<file path="src/rtl/nf10_axis_upsizer_64_256_if.sv">
// AXI4-Stream bundle with NetFPGA tuser metadata; width set per instance.
interface nf10_axis_upsizer_64_256_if #(
  parameter int DATA_WIDTH  = 64,
  parameter int TUSER_WIDTH = 128
);
  localparam int STRB_WIDTH = DATA_WIDTH / 8;

  logic [DATA_WIDTH-1:0]  tdata;
  logic [STRB_WIDTH-1:0]  tstrb;
  logic [TUSER_WIDTH-1:0] tuser;
  logic                   tvalid;
  logic                   tready;
  logic                   tlast;

  modport master (
    output tdata, tstrb, tuser, tvalid, tlast,
    input  tready
  );

  modport slave (
    input  tdata, tstrb, tuser, tvalid, tlast,
    output tready
  );
endinterface

</file>
<file path="src/rtl/nf10_axis_upsizer_64_256.sv">
// Packs 64-bit AXI4-Stream beats into 256-bit words, little-endian lane order.
// The output register doubles as the assembly buffer; tvalid rises only on a complete word.
module nf10_axis_upsizer_64_256 #(
  parameter int C_S_AXIS_DATA_WIDTH  = 64,
  parameter int C_M_AXIS_DATA_WIDTH  = 256,
  parameter int C_S_AXIS_TUSER_WIDTH = 128,
  parameter int C_M_AXIS_TUSER_WIDTH = 128
) (
  input  logic                             axi_aclk,
  input  logic                             axi_resetn,
  nf10_axis_upsizer_64_256_if.slave        s_axis,
  nf10_axis_upsizer_64_256_if.master       m_axis
);

  localparam int RATIO  = C_M_AXIS_DATA_WIDTH / C_S_AXIS_DATA_WIDTH;
  localparam int IDX_W  = (RATIO > 1) ? $clog2(RATIO) : 1;
  localparam int S_STRB = C_S_AXIS_DATA_WIDTH / 8;
  localparam int M_STRB = C_M_AXIS_DATA_WIDTH / 8;
  localparam logic [IDX_W-1:0] LAST_IDX = IDX_W'(RATIO - 1);

  logic [IDX_W-1:0]                idx_q;
  logic                            first_beat_q;
  logic [C_M_AXIS_DATA_WIDTH-1:0]  data_q;
  logic [M_STRB-1:0]               strb_q;
  logic [C_M_AXIS_TUSER_WIDTH-1:0] user_q;
  logic                            valid_q;
  logic                            last_q;

  logic [C_M_AXIS_DATA_WIDTH-1:0]  data_nxt;
  logic [M_STRB-1:0]               strb_nxt;
  logic                            s_ready;
  logic                            beat_accept;
  logic                            word_done;

  assign s_ready     = !valid_q || m_axis.tready;
  assign beat_accept = s_axis.tvalid && s_ready;
  assign word_done   = beat_accept && ((idx_q == LAST_IDX) || s_axis.tlast);

  assign s_axis.tready = s_ready;
  assign m_axis.tdata  = data_q;
  assign m_axis.tstrb  = strb_q;
  assign m_axis.tuser  = user_q;
  assign m_axis.tvalid = valid_q;
  assign m_axis.tlast  = last_q;

  // Lane 0 starts a fresh word, so stale upper lanes are wiped for short tails.
  always_comb begin
    data_nxt = data_q;
    strb_nxt = strb_q;
    if (beat_accept) begin
      if (idx_q == '0) begin
        data_nxt = '0;
        strb_nxt = '0;
      end
      for (int l = 0; l < RATIO; l++) begin
        if (idx_q == IDX_W'(l)) begin
          data_nxt[l*C_S_AXIS_DATA_WIDTH +: C_S_AXIS_DATA_WIDTH] = s_axis.tdata;
          strb_nxt[l*S_STRB +: S_STRB]                         = s_axis.tstrb;
        end
      end
    end
  end

  always_ff @(posedge axi_aclk or negedge axi_resetn) begin
    if (!axi_resetn) begin
      idx_q        <= '0;
      first_beat_q <= 1'b1;
      data_q       <= '0;
      strb_q       <= '0;
      user_q       <= '0;
      valid_q      <= 1'b0;
      last_q       <= 1'b0;
    end else begin
      data_q  <= data_nxt;
      strb_q  <= strb_nxt;
      valid_q <= word_done || (valid_q && !m_axis.tready);
      if (beat_accept) begin
        if (first_beat_q) begin
          user_q       <= s_axis.tuser;
          first_beat_q <= 1'b0;
        end
        if (word_done) begin
          last_q <= s_axis.tlast;
          idx_q  <= '0;
          // Re-arm after the metadata capture above so a one-beat packet ends ready for the next.
          if (s_axis.tlast) begin
            first_beat_q <= 1'b1;
          end
        end else begin
          idx_q <= idx_q + 1'b1;
        end
      end
    end
  end

endmodule

</file>
<file path="src/flat_wrapper.sv">
// flat-port wrapper written by rule: the top's interface ports become plain ports
module nf10_axis_upsizer_64_256_flat 
#(
  parameter int C_S_AXIS_DATA_WIDTH  = 64,
  parameter int C_M_AXIS_DATA_WIDTH  = 256,
  parameter int C_S_AXIS_TUSER_WIDTH = 128,
  parameter int C_M_AXIS_TUSER_WIDTH = 128
)
  (axi_aclk, axi_resetn, s_axis_tdata, s_axis_tstrb, s_axis_tuser, s_axis_tvalid, s_axis_tlast, s_axis_tready, m_axis_tdata, m_axis_tstrb, m_axis_tuser, m_axis_tvalid, m_axis_tlast, m_axis_tready);
  nf10_axis_upsizer_64_256_if #(.DATA_WIDTH(64), .TUSER_WIDTH(128)) s_axis_i ();
  nf10_axis_upsizer_64_256_if #(.DATA_WIDTH(256), .TUSER_WIDTH(128)) m_axis_i ();
  input  logic axi_aclk;
  input  logic axi_resetn;
  input wire logic [$bits(s_axis_i.tdata)-1:0] s_axis_tdata;
  input wire logic [$bits(s_axis_i.tstrb)-1:0] s_axis_tstrb;
  input wire logic [$bits(s_axis_i.tuser)-1:0] s_axis_tuser;
  input wire logic [$bits(s_axis_i.tvalid)-1:0] s_axis_tvalid;
  input wire logic [$bits(s_axis_i.tlast)-1:0] s_axis_tlast;
  output wire logic [$bits(s_axis_i.tready)-1:0] s_axis_tready;
  output wire logic [$bits(m_axis_i.tdata)-1:0] m_axis_tdata;
  output wire logic [$bits(m_axis_i.tstrb)-1:0] m_axis_tstrb;
  output wire logic [$bits(m_axis_i.tuser)-1:0] m_axis_tuser;
  output wire logic [$bits(m_axis_i.tvalid)-1:0] m_axis_tvalid;
  output wire logic [$bits(m_axis_i.tlast)-1:0] m_axis_tlast;
  input wire logic [$bits(m_axis_i.tready)-1:0] m_axis_tready;
  assign s_axis_i.tdata = s_axis_tdata;
  assign s_axis_i.tstrb = s_axis_tstrb;
  assign s_axis_i.tuser = s_axis_tuser;
  assign s_axis_i.tvalid = s_axis_tvalid;
  assign s_axis_i.tlast = s_axis_tlast;
  assign s_axis_tready = s_axis_i.tready;
  assign m_axis_tdata = m_axis_i.tdata;
  assign m_axis_tstrb = m_axis_i.tstrb;
  assign m_axis_tuser = m_axis_i.tuser;
  assign m_axis_tvalid = m_axis_i.tvalid;
  assign m_axis_tlast = m_axis_i.tlast;
  assign m_axis_i.tready = m_axis_tready;
  nf10_axis_upsizer_64_256 #(.C_S_AXIS_DATA_WIDTH(C_S_AXIS_DATA_WIDTH), .C_M_AXIS_DATA_WIDTH(C_M_AXIS_DATA_WIDTH), .C_S_AXIS_TUSER_WIDTH(C_S_AXIS_TUSER_WIDTH), .C_M_AXIS_TUSER_WIDTH(C_M_AXIS_TUSER_WIDTH)) u_core (.axi_aclk(axi_aclk), .axi_resetn(axi_resetn), .s_axis(s_axis_i), .m_axis(m_axis_i));
endmodule
</file>
<file path="config.mk">
export PLATFORM = sky130hd
export DESIGN_NAME = nf10_axis_upsizer_64_256_flat
export DESIGN_NICKNAME = d
export VERILOG_FILES = /design/src/rtl/nf10_axis_upsizer_64_256_if.sv /design/src/rtl/nf10_axis_upsizer_64_256.sv /design/src/flat_wrapper.sv
export SDC_FILE = /design/constraint.sdc
export NUM_CORES = 1
export LEC_CHECK = 0
export CAP_MARGIN = 20
export CELL_PAD_IN_SITES_DETAIL_PLACEMENT = 1
export CELL_PAD_IN_SITES_GLOBAL_PLACEMENT = 2
export CORE_AREA = 2 2 245 247
export DETAILED_ROUTE_END_ITERATION = 12
export DIE_AREA = 0 0 247 249
export GPL_TIMING_DRIVEN = 1
export PLACE_DENSITY_LB_ADDON = 0.3
export SLEW_MARGIN = 10
export SYNTH_ARGS = -nofsm -noshare
export SYNTH_HDL_FRONTEND = slang
export SYNTH_SLANG_ARGS = --single-unit
</file>
<file path="constraint.sdc">
create_clock -name axi_aclk -period 3.5 [get_ports axi_aclk]
set_clock_uncertainty 0.2 [all_clocks]
set_input_delay 1.05 -clock axi_aclk [delete_from_list [all_inputs] [get_ports axi_aclk]]
set_output_delay 1.05 -clock axi_aclk [all_outputs]
set_load 0.01 [all_outputs]
</file>
==> summary.md <==
| Metric | Value |
|---|---|
| Result of the run | finished clean |
| Number of global-route vias before repair | between 10000 and 15000 |
| Total CTS buffers | just under 50 |
| Fmax | between 200 and 300 MHz |
| Number of maximum-capacitance constraint violations | 0 |
| Critical path launch point type | primary input |
| Overall Power | 20.3 mW |
| Growth of design area from synthesis to finish | 56.2% |
| Number of cells in the finished layout apart from fillers | ~2500 |
| Post-Place Worst Slack | ~0.047 ns |
| Filler cell count in the final layout | about 6000 |
| Die area | 61500 µm² |
| Fraction of final layout cells with drive strength greater than 1 | between 10% and 20% |
| Number of flip-flops and latches in the synthesized netlist | between 400 and 500 |
| Post-route minimum period | around 3.4 ns |
| HPWL after DPL | roughly 43000 µm |
| Chip height | around 250 µm |
| DR vias | between 10000 and 15000 |
| Number of design-rule violations left by the first detailed-router iteration | between 300 and 400 |
| Total gr overflow | 0 |
| TritonCTS clock tree | built |
| Synthesis Warnings | 0 |
| Maximum count of clock buffers along a single path | 3 |
| Minimum setup slack in the final design | 0.0533 ns |
| Number of placed instances with taps included | about 2400 |
| Setup Total Neg Slack | 0 ns |
| IR drop worst, VDD | slightly below 0.4 mV |
| Unrepaired setup endpoints after global routing | no |
| Gr usage total | a little under a fifth |
| Top-Level Pins | 624 |
| Routability congestion estimate from global placement | approximately 0.80 |
| Number of buffers inserted by port buffering | between 600 and 700 |
| Vias per Instance | 4.56 |
| Switch Pwr | roughly 6.2 mW |
| Net count after synthesis | ~1300 |
| Number of distinct library cells after synthesis | 23 |
| Critical Path Fanout Max | 2 |
| Type of the worst setup path | in -> out |
| Worst Max-Slew Pin Slew | 1.11 ns |
| X dimension of the die | 247 µm |
| Period utilization | a little over nine tenths |
| Number of antenna-violating nets in the routed design | 0 |
| Static leakage power | between 10 and 15 nW |
| Area used by multi-input combinational logic | roughly 4800 µm² |
| Post-cts resize count | 0 |
| Logic gate share of total power | roughly 37% |
| Final instance area | approximately 25000 µm² |
| Register area share after synthesis | between 60% and 70% |
| Tightest Hold Check Type | in -> async |
| Total DRC errors in the routed layout | 0 |
| Data arrival time of the critical path | ~2.2 ns |
| Sw Ratio | slightly above 30% |
| Largest net degree at the start of global routing | between 70 and 80 |
| Total number of clock tree sinks | ~420 |
| Wire length reported by the detailed router | 58700 µm |
| Final core utilization | a little over two fifths |
| Clock tree root driver cell | clkbuf_16 |
| Average wire per standard cell | about 23 µm |
| Cts-stage hold buffer count | 0 |
| Post-place instance area | around 23000 µm² |
| Mapped cell area | between 15000 and 20000 µm² |
| Max_slew headroom | between 20% and 30% |
| Proportion of power drawn by flip-flops and latches | 36.1% |
| Net total in the final layout | around 1900 |
| Synthesized area divided by synthesized cell count | about 15 µm² |
| Pwr per Cell Area | around 810 nW/µm² |
| Relative contribution of the clock network to total power | about a quarter |
| Number of rows created at floorplan | slightly below 90 |
| Clock slew seen by the registers of the worst setup and hold paths | ~0.060 ns |
| Mapped Cells | ~1100 |
| Effective utilization at floorplan | 27.5% |
| First-pass GRT wire length | between 80000 and 90000 µm |
| Final hold violation count | 0 |
| Std-Cell Core Area | 58700 µm² |
| Antenna violations before repair | 3 |
| Buffer count from post-CTS setup fixing | 0 |
| Number of H-tree levels | 2 |
| Kind of end point of the critical path | output pin |
| Worst hold slack | between 0.2 and 0.3 ns |
| Insertion delay to the later sink of the worst-skew pair | 0.56 ns |
| Max Slew Vio Count | 0 |
| Sequential Area | approximately 11000 µm² |
| Data required time at the worst endpoint | 2.25 ns |
| Final-report setup violation count | 0 |
| First-pass DRT Iterations | 4 |
| Cell internal power dissipation | 14.1 mW |
## worst paths after layout
kind,end,slack [ns],cells past startpoint,startpoint
max,s_axis_tready,0.05,4,m_axis_tready
min,u_core.m_axis.tdata[51]$_DFFE_PN0P_,0.26,1,axi_resetn
max reg2reg,u_core.m_axis.tdata[208]$_DFFE_PN0P_,1.25,6,u_core.idx_q[0]$_DFFE_PN0P_
min reg2reg,u_core.m_axis.tdata[7]$_DFFE_PN0P_,0.30,1,u_core.m_axis.tdata[7]$_DFFE_PN0P_
max in group asynchronous,u_core.first_beat_q$_DFFE_PN1P_,2.02,2,axi_resetn
min in group axi_aclk,u_core.m_axis.tdata[7]$_DFFE_PN0P_,0.30,1,u_core.m_axis.tdata[7]$_DFFE_PN0P_
## cell families (layout without fill, tap and decap cells)
group	count (synthesis)	count (layout)	synth area share [%]
buf+inv	145	831	5.25
fa+ha+maj	6	6	0.466
mux	274	274	18.6
compound gates	150	150	8.14
flops	421	421	65.4
other cells	0	1	0
simple gates	83	83	2.14
## cell usage in the layout (no fill, tap or decap)
cell | netlist | final
a22o_1 | 144 | 144
a32o_1 | 1 | 1
and3_4 | 0 | 2
buf_12 | 0 | 24
buf_4 | 15 | 19
buf_8 | 0 | 1
bufinv_16 | 0 | 5
clkbuf_1 | 8 | 8
clkbuf_16 | 0 | 49
clkbuf_8 | 0 | 19
clkdlybuf4s50_1 | 0 | 622
clkinv_2 | 0 | 5
clkinvlp_4 | 0 | 3
dfrtp_1 | 420 | 420
dfstp_2 | 1 | 1
diode_2 | 0 | 1
ha_1 | 6 | 5
ha_4 | 0 | 1
inv_1 | 75 | 75
inv_2 | 1 | 1
mux2_1 | 6 | 6
mux2_2 | 196 | 196
mux2i_1 | 72 | 72
nand2_1 | 74 | 74
nand3_1 | 2 | 1
nand3_4 | 1 | 2
nor2_1 | 1 | 1
nor2b_4 | 1 | 1
nor3_1 | 2 | 1
nor3_2 | 0 | 1
o211ai_4 | 0 | 2
o21ai_0 | 3 | 3
## registers in the layout, summed over array words and instances (netlist names)
register	count
u_core.m_axis.tdata	256
u_core.first_beat_q	1
u_core.m_axis.tstrb	32
u_core.idx_q	2
u_core.m_axis.tuser	128
u_core.m_axis.tlast	1
u_core.m_axis.tvalid	1
## layout make-up
cell class              instances  share of cell area (%)
flip-flops and latches        421                    41.9
clock inverters                13                   0.786
multi-input cells             513                    19.0
repair buffers                666                    27.3
inverters                      76                    1.13
diodes                          1                 0.00995
clock buffers                  76                    6.03
well taps                     773                    3.84
## power by group through the flow
stage / Clock (mW) / Sequential [mW] / Combinational, mW
2_1_floorplan: 0 / 8.06 / 2.24
3_3_place_gp: 0 / 7.34 / 7.61
3_5_place_dp: 0 / 7.42 / 7.70
4_1_cts: 5.58 / 7.36 / 7.73
5_1_grt: 5.81 / 7.56 / 8.01
6_report: 5.42 / 7.35 / 7.58
## critical path: stages
cell	delay, ns
clkdlybuf4s50_1	0.51
nor2b_4	0.05
inv_2	0.05
clkdlybuf4s50_1	0.53
## per-layer routing
| layer | up-vias | track usage, % | part of all wire [%] | routed length (µm) |
|---|---|---|---|---|
| li1 | 5079 | - | - | - |
| met1 | 6080 | 22.4 | 39 | 23100 |
| met2 | 329 | 33.1 | 51 | 30100 |
| met3 | 95 | 5.12 | 6.2 | 3670 |
| met4 | 4 | 6.01 | 3.1 | 1790 |
| met5 | - | 0 | 0.041 | 24 |
## synth_stat cells
library cell	n	share of area [%]
a22o_1	144	7.8
a32o_1	1	0.062
and3_1	2	0.078
buf_2	16	0.50
buf_4	15	0.70
buf_6	30	2.1
clkbuf_1	8	0.19
dfrtp_1	420	65
dfstp_2	1	0.16
ha_1	6	0.47
inv_1	75	1.7
inv_2	1	0.023
mux2_1	6	0.42
mux2_2	196	14
mux2i_1	72	4.5
nand2_1	74	1.7
nand3_1	2	0.062
nand3_4	1	0.11
nor2_1	1	0.023
nor2b_4	1	0.085
nor3_1	2	0.062
o211ai_2	2	0.16
o21ai_0	3	0.093
Note: power is estimated with default switching activity, not from simulation.
